File: config.mk
export PLATFORM = sky130hd
export DESIGN_NAME = wb_regfile_flat
export DESIGN_NICKNAME = d
export VERILOG_FILES = /design/src/rtl/wb_regfile_if.sv /design/src/rtl/wb_regfile.sv /design/src/flat_wrapper.sv
export SDC_FILE = /design/constraint.sdc
export NUM_CORES = 1
export LEC_CHECK = 0
export CAP_MARGIN = 5
export CORE_MARGIN = 2
export CORE_UTILIZATION = 35
export DETAILED_ROUTE_END_ITERATION = 12
export PLACE_DENSITY = 0.57
export SLEW_MARGIN = 10
export SYNTH_ARGS = -nofsm -noshare
export SYNTH_HDL_FRONTEND = slang
export SYNTH_SLANG_ARGS = --single-unit
File: constraint.sdc
create_clock -name clk -period 1.6 [get_ports clk]
set_clock_uncertainty 0.05 [all_clocks]
set_input_delay 0.16 -clock clk [delete_from_list [all_inputs] [get_ports clk]]
set_output_delay 0.16 -clock clk [all_outputs]
set_load 0.005 [all_outputs]
File: src/rtl/wb_regfile_if.sv
// Bus bundle between the execute stage, the write-back/register-file block and decode.
// The master modport is the execute/decode side and the slave modport is wb_regfile.
interface wb_regfile_if;
    logic [7:0] FU;
    logic [7:0] MEM;
    logic [2:0] DA;
    logic [1:0] MD;
    logic       RW;
    logic       LT;
    logic       Z;
    logic       C;
    logic       N;
    logic       V;
    logic [2:0] AA;
    logic [2:0] BA;
    logic [7:0] A_data;
    logic [7:0] B_data;
    logic [7:0] WD;
    logic [4:0] STAT;
    logic [7:0] wr_cnt;
    logic       md_err;

    modport master (
        output FU, MEM, DA, MD, RW, LT, Z, C, N, V, AA, BA,
        input  A_data, B_data, WD, STAT, wr_cnt, md_err
    );

    modport slave (
        input  FU, MEM, DA, MD, RW, LT, Z, C, N, V, AA, BA,
        output A_data, B_data, WD, STAT, wr_cnt, md_err
    );
endinterface

File: src/rtl/wb_regfile.sv
// Write-back select, 8x8 register file, ALU status register and write counter.
// Optional macro WB_FWD_BYPASS_EN forwards WD to a read port whose address matches DA.
module wb_regfile #(
    parameter bit R0_ZERO = 1'b1,
    parameter int NREG    = 8
) (
    input logic         clk,
    input logic         rst_n,
    wb_regfile_if.slave bus
);

    logic [7:0] regs [NREG];
    logic       we;
    logic       r0_hit;
    logic       md_illegal;

    always_comb begin
        bus.WD = 8'h00;
        case (bus.MD)
            2'b00:   bus.WD = bus.FU;
            2'b01:   bus.WD = bus.MEM;
            2'b10:   bus.WD = {7'b0, bus.LT};
            default: bus.WD = 8'h00;
        endcase
    end

    assign r0_hit     = R0_ZERO && (bus.DA == 3'd0);
    assign md_illegal = bus.RW && (bus.MD == 2'b11);
    assign we         = bus.RW && (bus.MD != 2'b11) && !r0_hit;

    // NOTE: the register array is reset explicitly because a cleared file is part of the
    // architectural reset state; this forces flops rather than a RAM macro, which is fine at 8x8.
    always_ff @(posedge clk or negedge rst_n) begin
        if (!rst_n) begin
            for (int i = 0; i < NREG; i++) regs[i] <= 8'h00;
        end else if (we) begin
            regs[bus.DA] <= bus.WD;
        end
    end

    always_ff @(posedge clk or negedge rst_n) begin
        if (!rst_n) begin
            bus.STAT   <= 5'b0;
            bus.wr_cnt <= 8'h00;
            bus.md_err <= 1'b0;
        end else begin
            // Flags track every ALU-sourced write request, even one discarded by R0.
            if (bus.RW && (bus.MD == 2'b00))
                bus.STAT <= {bus.LT, bus.V, bus.N, bus.C, bus.Z};
            if (we)
                bus.wr_cnt <= bus.wr_cnt + 8'd1;
            if (md_illegal)
                bus.md_err <= 1'b1;
        end
    end

    always_comb begin
        bus.A_data = regs[bus.AA];
        if (R0_ZERO && (bus.AA == 3'd0))
            bus.A_data = 8'h00;
`ifdef WB_FWD_BYPASS_EN
        else if (we && (bus.AA == bus.DA))
            bus.A_data = bus.WD;
`endif
    end

    always_comb begin
        bus.B_data = regs[bus.BA];
        if (R0_ZERO && (bus.BA == 3'd0))
            bus.B_data = 8'h00;
`ifdef WB_FWD_BYPASS_EN
        else if (we && (bus.BA == bus.DA))
            bus.B_data = bus.WD;
`endif
    end

endmodule

File: src/flat_wrapper.sv
// flat-port wrapper written by rule: the top's interface ports become plain ports
module wb_regfile_flat 
#(
    parameter bit R0_ZERO = 1'b1,
    parameter int NREG    = 8
)
  (clk, rst_n, bus_FU, bus_MEM, bus_DA, bus_MD, bus_RW, bus_LT, bus_Z, bus_C, bus_N, bus_V, bus_AA, bus_BA, bus_A_data, bus_B_data, bus_WD, bus_STAT, bus_wr_cnt, bus_md_err);
  wb_regfile_if bus_i ();
  input logic clk;
  input logic rst_n;
  input wire logic [$bits(bus_i.FU)-1:0] bus_FU;
  input wire logic [$bits(bus_i.MEM)-1:0] bus_MEM;
  input wire logic [$bits(bus_i.DA)-1:0] bus_DA;
  input wire logic [$bits(bus_i.MD)-1:0] bus_MD;
  input wire logic [$bits(bus_i.RW)-1:0] bus_RW;
  input wire logic [$bits(bus_i.LT)-1:0] bus_LT;
  input wire logic [$bits(bus_i.Z)-1:0] bus_Z;
  input wire logic [$bits(bus_i.C)-1:0] bus_C;
  input wire logic [$bits(bus_i.N)-1:0] bus_N;
  input wire logic [$bits(bus_i.V)-1:0] bus_V;
  input wire logic [$bits(bus_i.AA)-1:0] bus_AA;
  input wire logic [$bits(bus_i.BA)-1:0] bus_BA;
  output wire logic [$bits(bus_i.A_data)-1:0] bus_A_data;
  output wire logic [$bits(bus_i.B_data)-1:0] bus_B_data;
  output wire logic [$bits(bus_i.WD)-1:0] bus_WD;
  output wire logic [$bits(bus_i.STAT)-1:0] bus_STAT;
  output wire logic [$bits(bus_i.wr_cnt)-1:0] bus_wr_cnt;
  output wire logic [$bits(bus_i.md_err)-1:0] bus_md_err;
  assign bus_i.FU = bus_FU;
  assign bus_i.MEM = bus_MEM;
  assign bus_i.DA = bus_DA;
  assign bus_i.MD = bus_MD;
  assign bus_i.RW = bus_RW;
  assign bus_i.LT = bus_LT;
  assign bus_i.Z = bus_Z;
  assign bus_i.C = bus_C;
  assign bus_i.N = bus_N;
  assign bus_i.V = bus_V;
  assign bus_i.AA = bus_AA;
  assign bus_i.BA = bus_BA;
  assign bus_A_data = bus_i.A_data;
  assign bus_B_data = bus_i.B_data;
  assign bus_WD = bus_i.WD;
  assign bus_STAT = bus_i.STAT;
  assign bus_wr_cnt = bus_i.wr_cnt;
  assign bus_md_err = bus_i.md_err;
  wb_regfile #(.R0_ZERO(R0_ZERO), .NREG(NREG)) u_core (.clk(clk), .rst_n(rst_n), .bus(bus_i));
endmodule
# Word level (Yosys, flattened, before mapping)
# Index checks and enable logic that the tools add are counted.
# op_classes
add_sub_neg	1
mul	0
div_mod_pow	0
magnitude_cmp	4
eq_ne	4
n_shift	0
n_mux	12
bitwise_logic	3
n_reduce_logical	10
# op_table
op	count
$bwmux 64	1
$mux 8	7
$bmux 8 s3	2
$demux 8 s3	1
$pmux 8 s3	1
$ge 4x4->1 const B	3
$not 3->4	3
$logic_not 3->1	3
$add 8x1->8 const B	1
$logic_and 1x1->1	5
$eq 2x2->1 const B	2
$lt 4x1->1 const B	1
$eq 2x1->1 const B	1
$logic_not 2->1	1
$ne 2x2->1 const B	1
$logic_not 1->1	1
# word_totals
register_bits	78
latch_bits	0
ramBits	0
romBits	0
inputBits	35
output_inout_bits	38
word_cells	45
n_memories	0

# Longest topological paths before layout
# Gate-level depths: netlist (run 1).
# logic_depth
word_depth	6
depth_mapped	5
mapped_depth_nobuf	4

# Worst setup path after synthesis (run 1)
# Ideal clock, no wire load.
# synth_timing
path_kind	input to output
startpoint	input port bus_AA[0]
endpoint	output port bus_A_data[7]
t_arrival_ns	1.209
required_time_ns	1.390
slack_ns	0.181
cell_stages	5
n_path_buf	2
path_cell_list	buf_2 buf_4 mux4_2 nand2_1 o21ai_0
# synth_between
elab_chain_cells	5
elab_cells_between_ends	6
classes_between	mux (4); bitwise (1); reduce/logical (1)
# synth_rtl
item	line_no	source
start: declaration	flat_wrapper.sv:21	input wire logic [$bits(bus_i.AA)-1:0] bus_AA;
$not 3->4 (not written as such)	wb_regfile.sv:58	bus.A_data = regs[bus.AA];
$bmux 8 s3	wb_regfile.sv:58	
$mux 8 (not written as such) (2 in a row)	wb_regfile.sv:58	
$mux 8 (*)	wb_regfile.sv:59	if (R0_ZERO && (bus.AA == 3'd0))
end: declaration	flat_wrapper.sv:23	output wire logic [$bits(bus_i.A_data)-1:0] bus_A_data;
# Mark *: on every way between the ends. The rest lies on a longest branch, timed or not. The select of a mux whose other input is x is not followed.

# Worst setup path after layout (run 1)
# layout_timing
startpoint	register u_core.regs[2] in the netlist's numbering
endpoint	output port bus_B_data[2]
# layout_between
elab_chain_cells	4
# layout_rtl
item	line_no	source
start: declaration	wb_regfile.sv:12	logic [7:0] regs [NREG];
start signal: indexed assignment	wb_regfile.sv:37	regs[bus.DA] <= bus.WD;
$bmux 8 s3	wb_regfile.sv:68	bus.B_data = regs[bus.BA];
$mux 8 (not written as such) (2 in a row)	wb_regfile.sv:68	
$mux 8	wb_regfile.sv:69	if (R0_ZERO && (bus.BA == 3'd0))
end: declaration	flat_wrapper.sv:24	output wire logic [$bits(bus_i.B_data)-1:0] bus_B_data;
# Every way passes these cells. The select of a mux whose other input is x is not followed.

==> results of run 1 <==
==> worst paths after layout <==
| check | to | slack, ns | cells after the start | start |
|---|---|---|---|---|
| worst max-delay path | bus_B_data[2] | -0.1 | 4 | u_core.regs[2] |
| worst min-delay path | u_core.bus.STAT[4] | 0.18 | 2 | bus_LT |
| worst max register to register | u_core.bus.wr_cnt[6] | 0.36 | 4 | u_core.bus.wr_cnt[0] |
| worst min register to register | u_core.bus.wr_cnt[7] | 0.42 | 1 | u_core.bus.wr_cnt[7] |
| max in group asynchronous | u_core.regs[24] | 0.66 | 3 | rst_n |
| min in group asynchronous | u_core.regs[33] | 0.29 | 2 | rst_n |
==> routing by layer <==
layer  part of all wire (%)  wire, um  global-route usage, %  vias up
li1                       -         -                      -     1369
met1                     45      4700                   25.7     1495
met2                     49      5120                   31.0       76
met3                    5.0       528                   3.80       11
met4                    1.5       154                   6.14        0
met5                      0         0                      0        -
==> registers in the layout, summed over array words and instances (netlist names) <==
register           count
u_core.regs           56
u_core.bus.wr_cnt      8
u_core.bus.STAT        5
u_core.bus.md_err      1
==> area by class of cell <==
class / instances / area, um2 / share of cell area, %
multi-input cells: 196 / 2080 / 37.1
flip-flops and latches: 70 / 1750 / 31.3
repair buffers: 143 / 1400 / 24.9
well taps: 136 / 170 / 3.04
clock buffers: 13 / 169 / 3.01
inverters: 9 / 33.8 / 0.603
clock inverters: 1 / 5.00 / 0.0893
==> synthesized netlist by cell type, drive strengths merged <==
cell type	n	area, um2
dfrtp	70	1750
nand4	4	31.3
buf	15	90.1
nor3	2	10.0
inv	9	33.8
nor2	11	58.8
xnor2	5	43.8
and4b	2	20.0
a221oi	7	61.3
a211oi	1	7.51
a21boi	1	7.51
a21oi	12	63.8
o311ai	1	16.3
nand3	1	5.00
a31o	1	8.76
a22oi	8	60.1
nand2	20	75.1
and4	1	8.76
mux2i	9	90.1
o21ai	12	60.1
nand4b	2	30.0
o311a	1	10.0
a31oi	1	12.5
mux4	16	360
mux2	69	777
and3	1	6.26
nor3b	2	20.0
a21o	1	7.51
ha	1	12.5
xor2	2	17.5
nor2b	2	12.5
clkbuf	5	20.0
==> timing repair <==
| action | CTS | global route |
|---|---|---|
| setup buffers | 11 | 4 |
| cloned | 2 | 0 |
| setup endpoints to repair | 51 | 18 |
| endpoints found under the hold margin | 17 | 0 |
| hold buffers | 1 | 0 |
| gates resized for setup | 135 | 14 |
| pin swaps | 20 | 4 |
==> metrics by stage <==
stage / utilization (%) / TNS (ns)
after floorplan: - / 0
after global placement: 49.3 / -31.62
after detailed placement: 49.3 / -33.47
after CTS: 53.2 / -1.46
after global routing: 53.8 / -2.06
final: 53.8 / -1.24
==> cells by family after synthesis <==
group	after synthesis	synth area share, %
and+or+nand+nor	48	7.33
AOI/OAI and AO/OA	46	8.32
DFF	70	46.2
buffers and inverters	29	3.80
adders and majority gates	1	0.330
muxes	94	32.4
xor gates and xnor gates	7	1.62
==> report_power, final <==
group / leakage (nW) / internal [mW] / switching (mW) / total (mW)
combinational: 1.58 / 1.08 / 0.650 / 1.73
sequential: 0.892 / 2.15 / 0.330 / 2.48
clock: 0.0914 / 0.672 / 0.640 / 1.31
total: 2.56 / 3.90 / 1.62 / 5.52
==> worst max-delay path, stage by stage, from the launching register on <==
cell	delay, ns
sky130_fd_sc_hd__dfrtp_1	0.40
sky130_fd_sc_hd__mux4_2	0.48
sky130_fd_sc_hd__nand2_2	0.08
sky130_fd_sc_hd__o21ai_1	0.06
sky130_fd_sc_hd__buf_2	0.13
==> key figures, run 1 <==
Finish
  – Layout-stage area growth over the synthesis result: 47.9%
  – Net total in the final layout: roughly 470
  – Number of cells in the finished layout apart from fillers: 568
  – Highest-count cells in the layout ignoring fill and taps: sky130_fd_sc_hd__dfrtp_1, sky130_fd_sc_hd__buf_4, sky130_fd_sc_hd__mux2_2
  – Most common cell after layout, fill and taps aside: sky130_fd_sc_hd__dfrtp_1
  – Share of final-layout standard cells stronger than drive strength 1: between 50 and 60%
  – Inserted Diodes: 0
  – Post-route cell area: between 0.005 and 0.006 mm2
  – Final-layout fill cell count: between 900 and 1,000

STA
  – Hold Violations, Final: 0
  – Highest achievable clock rate: approximately 590 MHz
  – Final Max Tran Viols: 0
  – Max_slew headroom: roughly 64%
  – Fraction of the cycle the final worst path needs: 106%
  – Final setup fails: 16
  – Minimum setup slack in the final design: -0.0964 ns
  – Transition at the pin with the smallest max-transition slack: roughly 0.54 ns
  – Time the worst path needs with I/O delays and setup: 1.70 ns
  – RSZ-0062 raised after global routing: true
  – Fin Hold WS: 0.184 ns

Drt
  – DRC violations left: 0
  – Routed Wire Length: between 10,000 and 15,000 um
  – Routed wirelength normalized by instance count: between 15 and 20 um
  – Number of DRC markers in iteration 0: 75
  – Ratio of routed vias to standard cells: approximately 5.2
  – Final ANT Viol Nets: 0
  – Number of iterations in the first detailed-routing pass: 4
  – Detailed-route via count: around 3,000

Synth
  – Number of distinct library cells after synthesis: 39
  – Synthesized net count: around 330
  – Mapped Area: 0.00379 mm2
  – Register area share after synthesis: around 46%
  – Mapped Avg Cell Area: 12.8 um2
  – Mapped Cells: a little under 300
  – Number of flip-flops and latches in the synthesized netlist: 70
  – Warnings, synthesis: 0

Die
  – Initial core utilization: ~36%
  – IO Pins: between 70 and 80
  – Die Y-Extent: approximately 110 um
  – Die span in x: around 110 um
  – Placeable core region: approximately 0.010 mm2
  – DIE AREA: between 0.01 and 0.015 mm2
  – Cell Rows: 37

Flow run
  – Max cap viols: 0

Setup path
  – Largest fanout on the critical path: 3
  – Critical path capture point type: output pin
  – Class of the most critical setup path: flop to output pin
  – CP startpoint kind: flop
  – Required time at the worst-slack endpoint: between 1 and 1.5 ns
  – Critical Path AT: 1.49 ns

Global route
  – Overall global routing resource usage: a little under a fifth
  – Global-route wire length before repair: approximately 17,000 um
  – Antenna violations before repair: 0
  – Vias in the first global route: 3,080
  – Total congestion overflow after global routing: 0
  – Pin count of the biggest net entering global routing: 31

Clock network
  – Insertion delay to the later sink of the worst-skew pair: ~0.33 ns
  – TritonCTS clock tree: built
  – CTS sink cnt: 70
  – Maximum clock insertion buffer count: 2
  – Htree depth: 3
  – Clock-pin slew reported for the worst setup and hold paths after clock tree synthesis: 0.07 ns
  – Cts bufs inserted: 9
  – CTS root buf: sky130_fd_sc_hd__clkbuf_8

Place
  – Pre-CTS setup slack: -0.729 ns
  – Cell count after placement: roughly 540
  – Sum of net half-perimeters after detailed placement: ~7300 um
  – Final weighted congestion of routability-driven global placement: 0.799
  – Input/output buffers: between 70 and 80
  – Placed standard-cell area: 0.00514 mm2

Outcome
  – Violated checks: setup timing
  – Result of the run: finished with violations

Min path
  – Class of the tightest hold or removal check: input pin to flop

Power
  – Leakage: roughly 2.6 nW
  – Overall power: 5.52 mW
  – Maximum VDD drop: between 0.5 and 0.6 mV
  – Power per unit of standard cell area: 985 mW/mm2
(Power assumes the default switching activity.)
==> run 2, diff against run 1 <==
--- a/config.mk
+++ b/config.mk
@@ -5,11 +5,12 @@
 export SDC_FILE = /design/constraint.sdc
 export NUM_CORES = 1
 export LEC_CHECK = 0
+export ABC_AREA = 1
 export CAP_MARGIN = 5
 export CORE_MARGIN = 2
 export CORE_UTILIZATION = 35
 export DETAILED_ROUTE_END_ITERATION = 12
-export PLACE_DENSITY = 0.57
+export PLACE_DENSITY = 0.55
 export SLEW_MARGIN = 10
 export SYNTH_ARGS = -nofsm -noshare
 export SYNTH_HDL_FRONTEND = slang
==> key figures, run 2 <==
Flow run
  – Max cap viols: 0 (unchanged)

Synth
  – Mapped Area: 0.00472 mm2 (+25%)
  – Share of async-settable or async-resettable flops after synthesis: 100% (unchanged)
  – Number of enable flip-flop cells after synthesis: 0 (unchanged)
  – Number of distinct library cells after synthesis: 23 (-41%)
  – Leading cell types by total area after synthesis: sky130_fd_sc_hd__dfrtp_1, sky130_fd_sc_hd__nand2_1, sky130_fd_sc_hd__nand3_1
  – Number of flip-flops and latches in the synthesized netlist: 78 (+11%)
  – Synthesized net count: 727 (+120%)
  – Mapped Avg Cell Area: 6.83 um2 (-47%)
  – Most used standard cell by instance count after synthesis: sky130_fd_sc_hd__nand2_1
  – Mapped Cells: 691 (+130%)
  – Register area share after synthesis: 41.4% (-4.9 points)
  – Library cell occupying the most area in the post-synthesis netlist: sky130_fd_sc_hd__dfrtp_1
  – Commonest cells in the netlist: sky130_fd_sc_hd__nand2_1, sky130_fd_sc_hd__nand3_1, sky130_fd_sc_hd__dfrtp_1
  – Warnings, synthesis: 0 (unchanged)
  – Most used DFF post-synth: sky130_fd_sc_hd__dfrtp_1
  – Area share of the largest cell type after synthesis: 41.4% (-4.9 points)

Die
  – Placeable core region: 0.0132 mm2 (+27%)
  – Cell Rows: 42 (+14%)
  – IO Pins: 73 (unchanged)
  – Initial core utilization: 35.8% (-0.60 points)
  – Die Y-Extent: 120 um (+11%)
  – Die span in x: 120 um (+11%)
  – DIE AREA: 0.0144 mm2 (+24%)

Min path
  – Class of the tightest hold or removal check: input pin to async pin

Global route
  – Antenna violations before repair: 0 (unchanged)
  – Vias in the first global route: 4,696 (+52%)
  – Overall global routing resource usage: 22.9% (+3.9 points)
  – Total congestion overflow after global routing: 0 (unchanged)
  – Pin count of the biggest net entering global routing: 39 (+26%)
  – Global-route wire length before repair: 25,300 um (+52%)

Power
  – Cell internal pwr: 4.52 mW (+16%)
  – Power per unit of standard cell area: 1070 mW/mm2 (+8.6%)
  – Sw Share: 33.7% (+4.4 points)
  – Overall power: 6.82 mW (+23%)
  – Power share of the sequential group: 37.9% (-7.0 points)
  – Maximum VDD drop: 0.457 mV (-17%)
  – Share of total power in the clock network: 31.0% (+7.2 points)
  – Share of total power in combinational logic: 31.1% (-0.2 points)
  – Net Sw Power: 2.30 mW (+42%)
  – Leakage: 3.24 nW (+26%)

Finish
  – Layout-stage area growth over the synthesis result: 35.0%
  – Net total in the final layout: 831 (+79%)
  – Flip-flop count of the largest register, all copies and words added: 64 (+14%)
  – Register ranked first by flip-flop count: u_core.regs
  – Inserted Diodes: 0 (unchanged)
  – Most common cell after layout, fill and taps aside: sky130_fd_sc_hd__nand2_1
  – Top flop regs: u_core.regs (64), u_core.bus.wr_cnt (8), u_core.bus.STAT (5)
  – Area of the multi-input gates: 0.00230 mm2 (+11%)
  – Share of final-layout standard cells stronger than drive strength 1: 24.4% (-27 points)
  – Post-route cell area: 0.00637 mm2 (+14%)
  – Footprint of the flip-flops and latches: 0.00195 mm2 (+11%)
  – Number of cells in the finished layout apart from fillers: 976 (+72%)
  – Fin util: 48.3% (-5.5 points)
  – Final-layout fill cell count: 1,291 (+39%)
  – Highest-count cells in the layout ignoring fill and taps: sky130_fd_sc_hd__nand2_1, sky130_fd_sc_hd__nand3_1, sky130_fd_sc_hd__dfrtp_1

Setup path
  – Critical Path AT: 1.38 ns (-0.11 ns)
  – Depth of the worst register-to-register path: 5 (+1)
  – CP startpoint kind: input pin
  – Delay of the slowest critical-path stage: 0.32 ns (-0.16 ns)
  – Source of the worst register-to-register timing path: u_core.bus.wr_cnt[2]
  – Class of the most critical setup path: input pin to output pin
  – Cell at the slowest stage of the critical path: sky130_fd_sc_hd__bufbuf_16
  – Largest fanout on the critical path: 16 (+13)
  – Critical path capture point type: output pin
  – List of cells traversed by the critical path: clkdlybuf4s15_2 > bufbuf_16 > nand2_1 > nand3_1 > nand3_1 > nand2_1 > nor2_2 > clkdlybuf4s15_1
  – Required time at the worst-slack endpoint: 1.39 ns (about the same)
  – Terminus of the critical flop-to-flop path: u_core.bus.wr_cnt[5]
  – Setup slack of the most critical reg-to-reg path: 0.33 ns (-0.03 ns)

Place
  – Cell count after placement: 942 (+76%)
  – Pre-CTS setup slack: -0.544 ns (+0.185 ns)
  – Final weighted congestion of routability-driven global placement: 0.886 (+11%)
  – Sum of net half-perimeters after detailed placement: 11,300 um (+54%)
  – Input/output buffers: 72 (unchanged)
  – Placed standard-cell area: 0.00590 mm2 (+15%)

STA
  – Final Max Tran Viols: 0 (unchanged)
  – RSZ-0062 raised after global routing: true
  – Setup TNS: 0 ns (+1.24 ns)
  – Highest achievable clock rate: 628 MHz (+6.5%)
  – Fraction of the cycle the final worst path needs: 99.5% (-6.5 points)
  – Max_slew headroom: 79.9% (+16 points)
  – Hold Violations, Final: 0 (unchanged)
  – Transition at the pin with the smallest max-transition slack: 0.301 ns (-0.235 ns)
  – Time the worst path needs with I/O delays and setup: 1.59 ns (-0.104 ns)
  – Fin Hold WS: 0.190 ns (+0.00595 ns)
  – Minimum setup slack in the final design: 0.00746 ns (+0.104 ns)
  – Final setup fails: 0 (-16)

Clock network
  – CTS sink cnt: 78 (+11%)
  – Cts bufs inserted: 9 (unchanged)
  – TritonCTS clock tree: built
  – CTS root buf: sky130_fd_sc_hd__clkbuf_16
  – Insertion delay to the later sink of the worst-skew pair: 0.35 ns (+0.02 ns)
  – Clock-pin slew reported for the worst setup and hold paths after clock tree synthesis: 0.06 ns (about the same)
  – Maximum clock insertion buffer count: 2 (unchanged)
  – Htree depth: 3 (unchanged)

Drt
  – Number of iterations in the first detailed-routing pass: 9 (+5)
  – DRC violations left: 0 (unchanged)
  – Final ANT Viol Nets: 0 (unchanged)
  – Routed wirelength normalized by instance count: 15.9 um (-14%)
  – Detailed-route via count: 4,876 (+65%)
  – Number of DRC markers in iteration 0: 515 (+590%)
  – Ratio of routed vias to standard cells: 5.00 (-3.8%)
  – Routed Wire Length: 15,500 um (+48%)

Outcome
  – Result of the run: finished clean
## run 2: cell count changes after synthesis, sizes merged, moves of 7 or more
cell    before  now
nor2        11   47
buf         15   25
a22oi        8    0
a21oi       12    1
clkbuf       5   18
nand3        1   98
nand2       20  279
a221oi       7    0
o21ai       12   59
mux2i        9    0
inv          9   77
mux2        69    0
dfrtp       70   78
mux4        16    0
## run 2: kinds of logic after synthesis
logic type / share of synthesized area, %
AND/OR/NAND/NOR: 38.3
AO/OA/AOI/OAI: 7.90
adder cells (fa/ha/maj): 0.265
flip-flops: 41.4
XOR/XNOR: 0.742
buffers and inverters: 11.5
## run 2: how the worst max path moves through the flow
stage,end,from,slack (ns),cells past startpoint
floorplan,u_core.bus.wr_cnt[5],u_core.bus.wr_cnt[2],0.45,5
global placement,bus_B_data[1],bus_BA[1],-0.55,6
detailed placement,bus_B_data[6],bus_BA[1],-0.54,6
finish,bus_A_data[0],bus_AA[0],0.007,8
global route,bus_A_data[0],bus_AA[0],-0.08,8
CTS,bus_A_data[7],u_core.regs[47],0.002,7
## run 2: critical path: cells and delay by family
kind | cells | cell delay, ns
buffers and inverters | 3 | 0.79
and+or+nand+nor | 5 | 0.43
## run 2: layout make-up
class	count	area share (%)
tap	176	3.46
multi-input combinational	491	36.0
inverter	79	4.69
sequential	78	30.6
clock buffer	9	3.53
timing repair buffer	136	20.4
clock inverter	7	1.26
## run 2: power by group through the flow
stage,logic (mW),registers (mW),clock network (mW)
CTS,2.11,2.58,2.17
detailed placement,2.02,2.58,0
floorplan,1.11,2.55,0
global route,2.35,2.63,2.24
global placement,1.99,2.57,0
finish,2.12,2.58,2.11
## run 2: routing by layer
metal,global-route usage (%),part of all wire (%),vias up
met1,29.0,41,2303
met2,38.2,50,197
met5,0,0,-
li1,-,-,2340
met4,11.3,3.8,0
met3,3.52,5.9,36
## run 2: what timing repair did
item                       in CTS  in global routing
hold buffers                    1                  0
hold endpoints to repair       57                  0
buffers inserted               10                  5
gates cloned                    2                  0
setup endpoints to repair      25                 17
pin swaps                      28                 14
gates resized for setup       115                 28
==> run 3, diff against run 2 <==
--- a/config.mk
+++ b/config.mk
@@ -8,9 +8,10 @@
 export ABC_AREA = 1
 export CAP_MARGIN = 5
 export CORE_MARGIN = 2
-export CORE_UTILIZATION = 35
+export CORE_UTILIZATION = 55
 export DETAILED_ROUTE_END_ITERATION = 12
-export PLACE_DENSITY = 0.55
+export GPL_ROUTABILITY_DRIVEN = 0
+export PLACE_DENSITY = 0.8
 export SLEW_MARGIN = 10
 export SYNTH_ARGS = -nofsm -noshare
 export SYNTH_HDL_FRONTEND = slang
==> key figures, run 3 (synthesized netlist as in run 2, its figures left out) <==
Power
  – Leakage: 3.18 nW (-1.8%)
  – Share of total power in combinational logic: 33.6% (+2.5 points)
  – Sw Share: 35.3% (+1.6 points)
  – Maximum VDD drop: 0.565 mV (+24%)
  – Overall power: 6.25 mW (-8.3%)
  – Share of total power in the clock network: 24.9% (-6.1 points)
  – Power per unit of standard cell area: 1010 mW/mm2 (-5.5%)
  – Cell internal pwr: 4.05 mW (-10%)
  – Net Sw Power: 2.21 mW (-4.0%)
  – Power share of the sequential group: 41.5% (+3.6 points)

Place
  – Input/output buffers: 72 (unchanged)
  – Pre-CTS setup slack: -0.610 ns (-0.0664 ns)
  – Sum of net half-perimeters after detailed placement: 9490 um (-16%)

STA
  – Time the worst path needs with I/O delays and setup: 1.55 ns (-0.0441 ns)
  – Fraction of the cycle the final worst path needs: 96.8% (-2.8 points)
  – Highest achievable clock rate: 646 MHz (+2.8%)
  – Minimum setup slack in the final design: 0.0516 ns (+0.0441 ns)
  – Max_slew headroom: 71.9% (-8.1 points)
  – Hold Violations, Final: 0 (unchanged)
  – Final Max Tran Viols: 0 (unchanged)
  – Final setup fails: 0 (unchanged)
  – RSZ-0062 raised after global routing: true
  – Transition at the pin with the smallest max-transition slack: 0.422 ns (+0.121 ns)

Setup path
  – Critical Path AT: 1.34 ns (-0.04 ns)
  – First element of the critical path: u_core.regs[49]
  – WP buf/inv: 3 (unchanged)
  – Depth of the worst register-to-register path: 6 (+1)
  – Largest fanout on the critical path: 3 (-13)
  – Required time at the worst-slack endpoint: 1.39 ns (about the same)
  – List of cells traversed by the critical path: inv_2 > buf_6 > nand2_2 > nand3_2 > nand2_2 > nor2_2 > nor2_2 > clkbuf_2
  – Terminus of the critical flop-to-flop path: u_core.bus.wr_cnt[6]
  – Family of cells with the greatest summed delay on the critical path: flip-flops
  – CP startpoint kind: flop
  – Source of the worst register-to-register timing path: u_core.bus.wr_cnt[1]
  – Setup slack of the most critical reg-to-reg path: 0.34 ns (about the same)
  – Class of the most critical setup path: flop to output pin
  – Critical path capture point type: output pin
  – Delay of the slowest critical-path stage: 0.39 ns (+0.07 ns)
  – Cell at the slowest stage of the critical path: sky130_fd_sc_hd__dfrtp_1

Finish
  – Flip-flop count of the largest register, all copies and words added: 64 (unchanged)
  – Register ranked first by flip-flop count: u_core.regs
  – Net total in the final layout: 831 (unchanged)
  – Share of final-layout standard cells stronger than drive strength 1: 25.9% (+1.5 points)
  – Final-layout fill cell count: 614 (-52%)
  – Footprint of the flip-flops and latches: 0.00196 mm2 (+0.13%)
  – Most common cell after layout, fill and taps aside: sky130_fd_sc_hd__nand2_1
  – Area of the multi-input gates: 0.00230 mm2 (unchanged)
  – Highest-count cells in the layout ignoring fill and taps: sky130_fd_sc_hd__nand2_1, sky130_fd_sc_hd__nand3_1, sky130_fd_sc_hd__dfrtp_1
  – Layout-stage area growth over the synthesis result: 31.0%
  – Top flop regs: u_core.regs (64), u_core.bus.wr_cnt (8), u_core.bus.STAT (5)
  – Inserted Diodes: 0 (unchanged)

Clock network
  – Maximum clock insertion buffer count: 2 (unchanged)
  – Clock-pin slew reported for the worst setup and hold paths after clock tree synthesis: 0.10 ns (+0.04 ns)
  – Htree depth: 3 (unchanged)
  – Cts bufs inserted: 9 (unchanged)
  – CTS root buf: sky130_fd_sc_hd__clkbuf_8
  – TritonCTS clock tree: built
  – Insertion delay to the later sink of the worst-skew pair: 0.36 ns (about the same)
  – CTS sink cnt: 78 (unchanged)

Die
  – Die span in x: 96.6 um (-20%)
  – IO Pins: 73 (unchanged)
  – Die Y-Extent: 96.6 um (-20%)
  – DIE AREA: 0.00934 mm2 (-35%)
  – Placeable core region: 0.00826 mm2 (-37%)
  – Initial core utilization: 57.2% (+21 points)
  – Cell Rows: 33 (-21%)

Drt
  – Routed Wire Length: 14,400 um (-7.4%)
  – Highest Signal Layer: met4
  – Final ANT Viol Nets: 0 (unchanged)
  – Routed wirelength normalized by instance count: 15.9 um (-0.14%)
  – Detailed-route via count: 4,959 (+1.7%)
  – Number of DRC markers in iteration 0: 408 (-21%)
  – Routed length on met1: 5550 um (-12%)
  – Met3 wire length: 1220 um (+34%)
  – Ratio of routed vias to standard cells: 5.48 (+9.7%)
  – Routed wl met2: 6860 um (-11%)
  – DRC violations left: 0 (unchanged)
  – Number of iterations in the first detailed-routing pass: 5 (-4)

Min path
  – Class of the tightest hold or removal check: input pin to flop
  – Number of cells traversed by the worst hold path: 3
  – Endpoint of the worst hold path: u_core.bus.STAT[3]
  – Critical hold path startpoint: bus_V

Global route
  – Overall global routing resource usage: 29.9% (+7.0 points)
  – Pin count of the biggest net entering global routing: 79 (+100%)
  – Vias in the first global route: 4,770 (+1.6%)
  – Antenna violations before repair: 0 (unchanged)
  – Total congestion overflow after global routing: 0 (unchanged)
  – Global-route wire length before repair: 22,700 um (-10%)

Flow run
  – Max cap viols: 0 (unchanged)

Outcome
  – Result of the run: finished clean
## run 3: changes by cell type in the layout (fill, tap and decap cells not counted), sizes merged
cell,change
buf,+1
bufbuf,-1
clkbuf,+1
clkdlybuf4s15,-5
clkdlybuf4s50,+1
dlygate4sd2,+3
## run 3: stage by stage
step | utilization, % | TNS, ns | area (um2) | hold WS, ns | instances
2_1_floorplan | - | 0 | 4720 | -0.186 | 691
3_3_place_gp | 70.1 | -13.03 | 5790 | 0.162 | 868
3_5_place_dp | 70.1 | -14.14 | 5790 | 0.173 | 868
4_1_cts | 74.4 | -0.100 | 6140 | 0.307 | 898
5_1_grt | 74.9 | -0.0600 | 6180 | 0.312 | 905
6_report | 74.9 | 0 | 6180 | 0.303 | 905
## run 3: final cells by class
cell class | instances | share of cell area, %
Clock buffer | 9 | 2.00
Clock inverter | 7 | 1.30
Inverter | 79 | 4.82
Multi-Input combinational cell | 491 | 37.2
Sequential cell | 78 | 31.6
Tap cell | 105 | 2.12
Timing Repair Buffer | 136 | 21.0
## run 3: worst reg2reg max path, cell delays in order, from the launching register on
cell,delay (ns)
sky130_fd_sc_hd__dfrtp_1,0.40
sky130_fd_sc_hd__ha_1,0.23
sky130_fd_sc_hd__nand2_1,0.10
sky130_fd_sc_hd__o21ai_0,0.18
sky130_fd_sc_hd__nand2_1,0.07
sky130_fd_sc_hd__nand2_1,0.07
sky130_fd_sc_hd__nand2_1,0.06
## run 3: layer usage
layer | track usage (%) | up-vias
li1 | - | 2341
met3 | 5.35 | 73
met4 | 17.0 | 0
met2 | 48.8 | 274
met1 | 37.5 | 2271
met5 | 0 | -
## run 3: timing repair
item / in CTS / in global routing
endpoints found under the hold margin: 78 / 0
pin swaps: 21 / 15
gates resized for setup: 107 / 46
hold buffers: 1 / 0
gates cloned: 1 / 0
endpoints found under the setup margin: 24 / 20
buffers inserted: 12 / 7
## run 3: how the worst max path moves through the flow
stage / to / slack (ns) / cells past startpoint
3_5_place_dp: bus_B_data[2] / -0.61 / 7
3_3_place_gp: bus_B_data[2] / -0.62 / 7
5_1_grt: bus_B_data[5] / -0.03 / 7
4_1_cts: bus_B_data[2] / -0.07 / 7
2_1_floorplan: u_core.bus.wr_cnt[5] / 0.45 / 5
6_report: bus_B_data[1] / 0.05 / 8
## run 3: power groups by stage
| stage | Combinational [mW] | Clock [mW] | Sequential (mW) |
|---|---|---|---|
| 3_3_place_gp | 1.87 | 0 | 2.56 |
| 5_1_grt | 2.32 | 1.66 | 2.64 |
| 4_1_cts | 2.01 | 1.57 | 2.57 |
| 3_5_place_dp | 1.93 | 0 | 2.58 |
| 2_1_floorplan | 1.11 | 0 | 2.55 |
| 6_report | 2.10 | 1.56 | 2.60 |
